`src/rtl/alu_result_display.sv`:
```
// ALU result reader: synchronises and stability-filters {O,S,C2,F}, then shows
// the captured value on a 4-digit multiplexed common-anode seven-segment display.
module alu_result_display #(
  parameter int SCAN_DIV = 100000
) (
  input  logic       clk,
  input  logic       rst,
  input  logic [7:0] F,
  input  logic       C2,
  input  logic [2:0] S,
  input  logic [1:0] O,
  input  logic       hold,
  output logic [3:0] an,
  output logic [6:0] seg,
  output logic       dp,
  output logic       upd
);

  localparam int CW = $clog2(SCAN_DIV);

  typedef struct packed {
    logic [1:0] o;
    logic [2:0] s;
    logic       c2;
    logic [7:0] f;
  } cap_t;

  typedef enum logic {BLANK = 1'b0, DRIVE = 1'b1} state_t;

  cap_t          s1, s2, cap;
  logic [CW-1:0] cnt;
  logic          tick;
  logic [1:0]    idx, idx_nx;
  state_t        state, state_nx;
  logic [3:0]    an_nx;
  logic [6:0]    seg_nx;
  logic          dp_nx;
  logic [3:0]    nib;
  logic          load;

  function automatic logic [6:0] font(input logic [3:0] v);
    case (v)
      4'h0: font = 7'b1000000;
      4'h1: font = 7'b1111001;
      4'h2: font = 7'b0100100;
      4'h3: font = 7'b0110000;
      4'h4: font = 7'b0011001;
      4'h5: font = 7'b0010010;
      4'h6: font = 7'b0000010;
      4'h7: font = 7'b1111000;
      4'h8: font = 7'b0000000;
      4'h9: font = 7'b0010000;
      4'ha: font = 7'b0001000;
      4'hb: font = 7'b0000011;
      4'hc: font = 7'b1000110;
      4'hd: font = 7'b0100001;
      4'he: font = 7'b0000110;
      default: font = 7'b0001110;
    endcase
  endfunction

  // A value is only taken once two consecutive samples agree.
  assign load = (s2 == s1) && !hold;

  always_ff @(posedge clk or negedge rst) begin
    if (!rst) begin
      s1  <= '0;
      s2  <= '0;
      cap <= '0;
      upd <= 1'b0;
    end else begin
      s1  <= cap_t'({O, S, C2, F});
      s2  <= s1;
      upd <= load && (s2 != cap);
      if (load) cap <= s2;
    end
  end

  assign tick = (cnt == CW'(SCAN_DIV - 1));

  always_ff @(posedge clk or negedge rst) begin
    if (!rst) cnt <= '0;
    else      cnt <= tick ? '0 : cnt + 1'b1;
  end

  always_ff @(posedge clk or negedge rst) begin
    if (!rst) begin
      state <= BLANK;
      idx   <= 2'd0;
      an    <= 4'b1111;
      seg   <= 7'b1111111;
      dp    <= 1'b1;
    end else begin
      state <= state_nx;
      idx   <= idx_nx;
      an    <= an_nx;
      seg   <= seg_nx;
      dp    <= dp_nx;
    end
  end

  // Outputs are registered from the next state/index and the current cap.
  always_comb begin
    state_nx = state;
    idx_nx   = tick ? idx + 2'd1 : idx;
    an_nx    = 4'b1111;
    seg_nx   = 7'b1111111;
    dp_nx    = 1'b1;
    nib      = 4'h0;
    case (state)
      BLANK:   state_nx = DRIVE;
      DRIVE:   if (tick) state_nx = BLANK;
      default: state_nx = BLANK;
    endcase
    case (idx_nx)
      2'd0:    nib = cap.f[3:0];
      2'd1:    nib = cap.f[7:4];
      2'd2:    nib = {3'b000, cap.c2};
      default: nib = {1'b0, cap.s};
    endcase
    if (state_nx == DRIVE) begin
      an_nx  = ~(4'b0001 << idx_nx);
      seg_nx = font(nib);
      dp_nx  = !((idx_nx == 2'd3) && (cap.o == 2'b11));
    end
  end

endmodule

```
`config.mk`:
```
export PLATFORM = sky130hd
export DESIGN_NAME = alu_result_display
export DESIGN_NICKNAME = d
export VERILOG_FILES = /design/src/rtl/alu_result_display.sv
export SDC_FILE = /design/constraint.sdc
export NUM_CORES = 1
export LEC_CHECK = 0
export CORE_MARGIN = 1.5
export CORE_UTILIZATION = 45
export DETAILED_ROUTE_END_ITERATION = 8
export MAX_ROUTING_LAYER = met4
export PLACE_DENSITY = 0.62
export SYNTH_ARGS = -nofsm -noshare
export SYNTH_HDL_FRONTEND = slang
export SYNTH_SLANG_ARGS = --single-unit
export TNS_END_PERCENT = 10
```
`constraint.sdc`:
```
create_clock -name clk -period 5.5 [get_ports clk]
set_clock_uncertainty 0.15 [all_clocks]
set_input_delay 0.825 -clock clk [delete_from_list [all_inputs] [get_ports clk]]
set_output_delay 0.825 -clock clk [all_outputs]
set_load 0.01 [all_outputs]
```
==> results.ini <==
[critical_path]
crit_required_ns=5.61
timing.rr.end=seg[3]$_DFF_PN1_
r2r-start=cnt[0]$_DFF_PN0_
crit_path_top_delay_cell=and4_1
crit_family=simple AND/OR/NAND/NOR gates
start_kind=flip-flop
crit_buf_inv=1
reg2reg_depth=10
critical_path_depth=10
path_cells=ha_1 -> and4_1 -> and4_1 -> xnor2_4 -> o221ai_1 -> inv_1 -> ha_1 -> mux2i_1 -> nor2_1 -> o21ai_1
r2r_setup_slack_ns=2.04
cp.arrival_ns=3.57
crit_path_max_incr_delay_ns=0.83
crit_fanout=25
crit_type=flip-flop to flip-flop
cp-end-kind=flip-flop

[cells_and_area]
fillers=633
nets=329
final_cells=409
drive_gt1_share_pct=14.52
synthToLayoutAreaGrowth_pct=16.23
postLayoutCellArea_um2=3916
seq_area_um2=1892
multiInputGateArea_um2=1388
diodes=0

[logic_synthesis]
netlist_instances=273
synth_simple_gate_area_share_pct=16.08
synthFlopType=dfrtp_1
postSynthAreaPerCell_um2=12.34
synth-edff-count=0
synth_top_family_by_area=simple AND/OR/NAND/NOR gates
yosys-mux-area-fraction_pct=6.201
synth_compound_area_share_pct=4.307
ys_ff_latch=75
synth_cell_types=46
netlist_area_um2=3369
async_flop_share_pct=100.0
ys_seq_area_share_pct=56.15
synth-xor-area-share_pct=11.99
synth-adder-area-share_pct=2.599
synth_fp_nets=297
yosys_warnings=0

[clock_tree]
cts_setup_buffers=0
cts_max_level=3
cts_hold_buffers=0
cts_resized=0
cts_root_buffer=clkbuf_8
clkSinkCount=75
worstSkewPairLatency_ns=0.34
numCtsBuffers=9
cts_tree=built
clockBufferDepth=2
clk_pin_slew_ns=0.08

[die]
fp.dieH_um=89.53
io_pins=30
dieArea_um2=8016
coreArea_um2=7253
die_w_um=89.53
fp-row-count=31
start_util_pct=46.46

[sta]
report.final.slew_viol_count=0
fin_crit_sh_pct=62.92
worst_slew_pin_slew_ns=1.098
max_slew_margin_pct=26.41
final-hold-violation-count=0
rsz0062_at_grt=no
timing.setup.tns_ns=0
setup_viol=0
timing.final.crit_period_ns=3.460
max_freq_ghz=0.2890

[hold_path]
hold_path.class=flip-flop to flip-flop
min_delay_path_depth=0
hold_end=s2[12]$_DFF_PN0_
hold_start=s1[12]$_DFF_PN0_

[routing]
drc=0
ant_nets=0
wl_per_cell_um=13.31
drt_pass1_iterations=4
first_iter_violations=96
totalWireLength_um=5444
post_drt_via_cell_ratio=5.090
vias=2082

[placed_design]
dpl_cell_area_um2=3714
dp.cells=393
dp_hpwl_um=3834
port-buffer-count=29
place.gp.congestion=0.7860

[pwr]
leakage_nw=1.669
peakVddDrop_mv=0.2198
power.density_nw_per_um2=262.8

[global_route]
grt_use_total_pct=15.97
first_global_vias=1951
grt-ovfl-total=0
grt_pass1_wl_um=9252
grt_start_max_net_pins=76
antenna_found_initial=0

[flow_run]
cap_violations=0

[status]
status=complete, no violations

cell type report:
class	instances	share of cell area (%)
Multi-Input combinational cell	184	35.43
Timing Repair Buffer	29	7.348
Inverter	6	0.5751
Clock buffer	11	3.610
Clock inverter	5	1.565
Tap cell	99	3.163
Sequential cell	75	48.31
metrics by stage:
stage	total power (W)	hold WS, ns	utilization, %	worst slack (ns)
final	0.001029	0.2456	53.99	2.040
after global routing	0.001074	0.2604	53.99	1.600
after CTS	0.001048	0.2487	53.99	2.029
after detailed placement	0.0006209	0.2317	51.20	2.073
after global placement	0.0006203	0.2251	51.20	2.171
after floorplan	0.0005946	0.2218	-	2.819
kinds of logic after synthesis:
kind of cell,after synthesis
buffers and inverters,14
flip-flops,75
XOR/XNOR,44
AO/OA/AOI/OAI,19
AND/OR/NAND/NOR,95
adder cells (fa/ha/maj),7
multiplexers,19
flip-flops by register name (all words and copies together) (netlist names):
register / count
state: 1
seg: 7
an: 4
idx: 2
cnt: 17
upd: 1
dp: 1
cap: 14
s1: 14
s2: 14
cells in the final DEF (no fill, tap or decap), drive strengths merged, types with 2 or more instances in the layout:
cell	count
nor2b	2
nand3	13
xnor2	25
nand4	11
dfstp	12
nor4b	2
and4	5
nor2	20
clkinv	3
o21ai	3
mux2	15
clkbuf	11
nor3	3
ha	7
mux2i	4
o211ai	4
and3	3
clkdlybuf4s50	28
xor2	19
nand2	20
a21boi	2
inv	7
and2	3
nand3b	5
dfrtp	63
a21oi	4
nor4	3
Yosys cell counts (3+ instances only):
| library cell | count | area, um^2 |
|---|---|---|
| a21oi_1 | 4 | 20.02 |
| and3_1 | 3 | 18.77 |
| and4_1 | 4 | 35.03 |
| buf_6 | 4 | 45.04 |
| dfrtp_1 | 63 | 1577 |
| dfstp_2 | 12 | 315.3 |
| ha_1 | 7 | 87.58 |
| inv_1 | 6 | 22.52 |
| mux2_1 | 10 | 112.6 |
| mux2_2 | 5 | 56.30 |
| mux2i_1 | 4 | 40.04 |
| nand2_1 | 20 | 75.07 |
| nand3_1 | 13 | 65.06 |
| nand3b_1 | 5 | 37.54 |
| nand4_1 | 11 | 68.82 |
| nor2_1 | 18 | 67.56 |
| nor4_1 | 3 | 18.77 |
| o211ai_1 | 3 | 22.52 |
| o21ai_1 | 3 | 15.01 |
| xnor2_1 | 24 | 210.2 |
| xor2_1 | 19 | 166.4 |
metal layers:
metal	up-vias	track usage, %	part of all wire, %
met5	-	-	0
met4	0	6.713	0.70
met1	1025	20.42	46
met2	38	24.33	50
met3	2	3.878	3.2
li1	1017	-	-
worst max-delay path by stage:
stage	from	end
3_5_place_dp	cnt[0]$_DFF_PN0_	seg[3]$_DFF_PN1_
2_1_floorplan	cnt[0]$_DFF_PN0_	seg[3]$_DFF_PN1_
4_1_cts	cnt[0]$_DFF_PN0_	seg[3]$_DFF_PN1_
5_1_grt	cnt[0]$_DFF_PN0_	seg[3]$_DFF_PN1_
3_3_place_gp	cnt[0]$_DFF_PN0_	seg[3]$_DFF_PN1_
6_report	cnt[0]$_DFF_PN0_	seg[3]$_DFF_PN1_
where the power goes:
part | total, W | leakage (nW) | internal, W | switching (W)
sequential | 0.000572 | 0.920 | 0.000563 | 0.00000973
combinational | 0.0000362 | 0.644 | 0.0000196 | 0.0000167
clock | 0.000421 | 0.104 | 0.000224 | 0.000196
total | 0.00103 | 1.67 | 0.000807 | 0.000223
No activity file was read; power rests on OpenSTA's default activity.
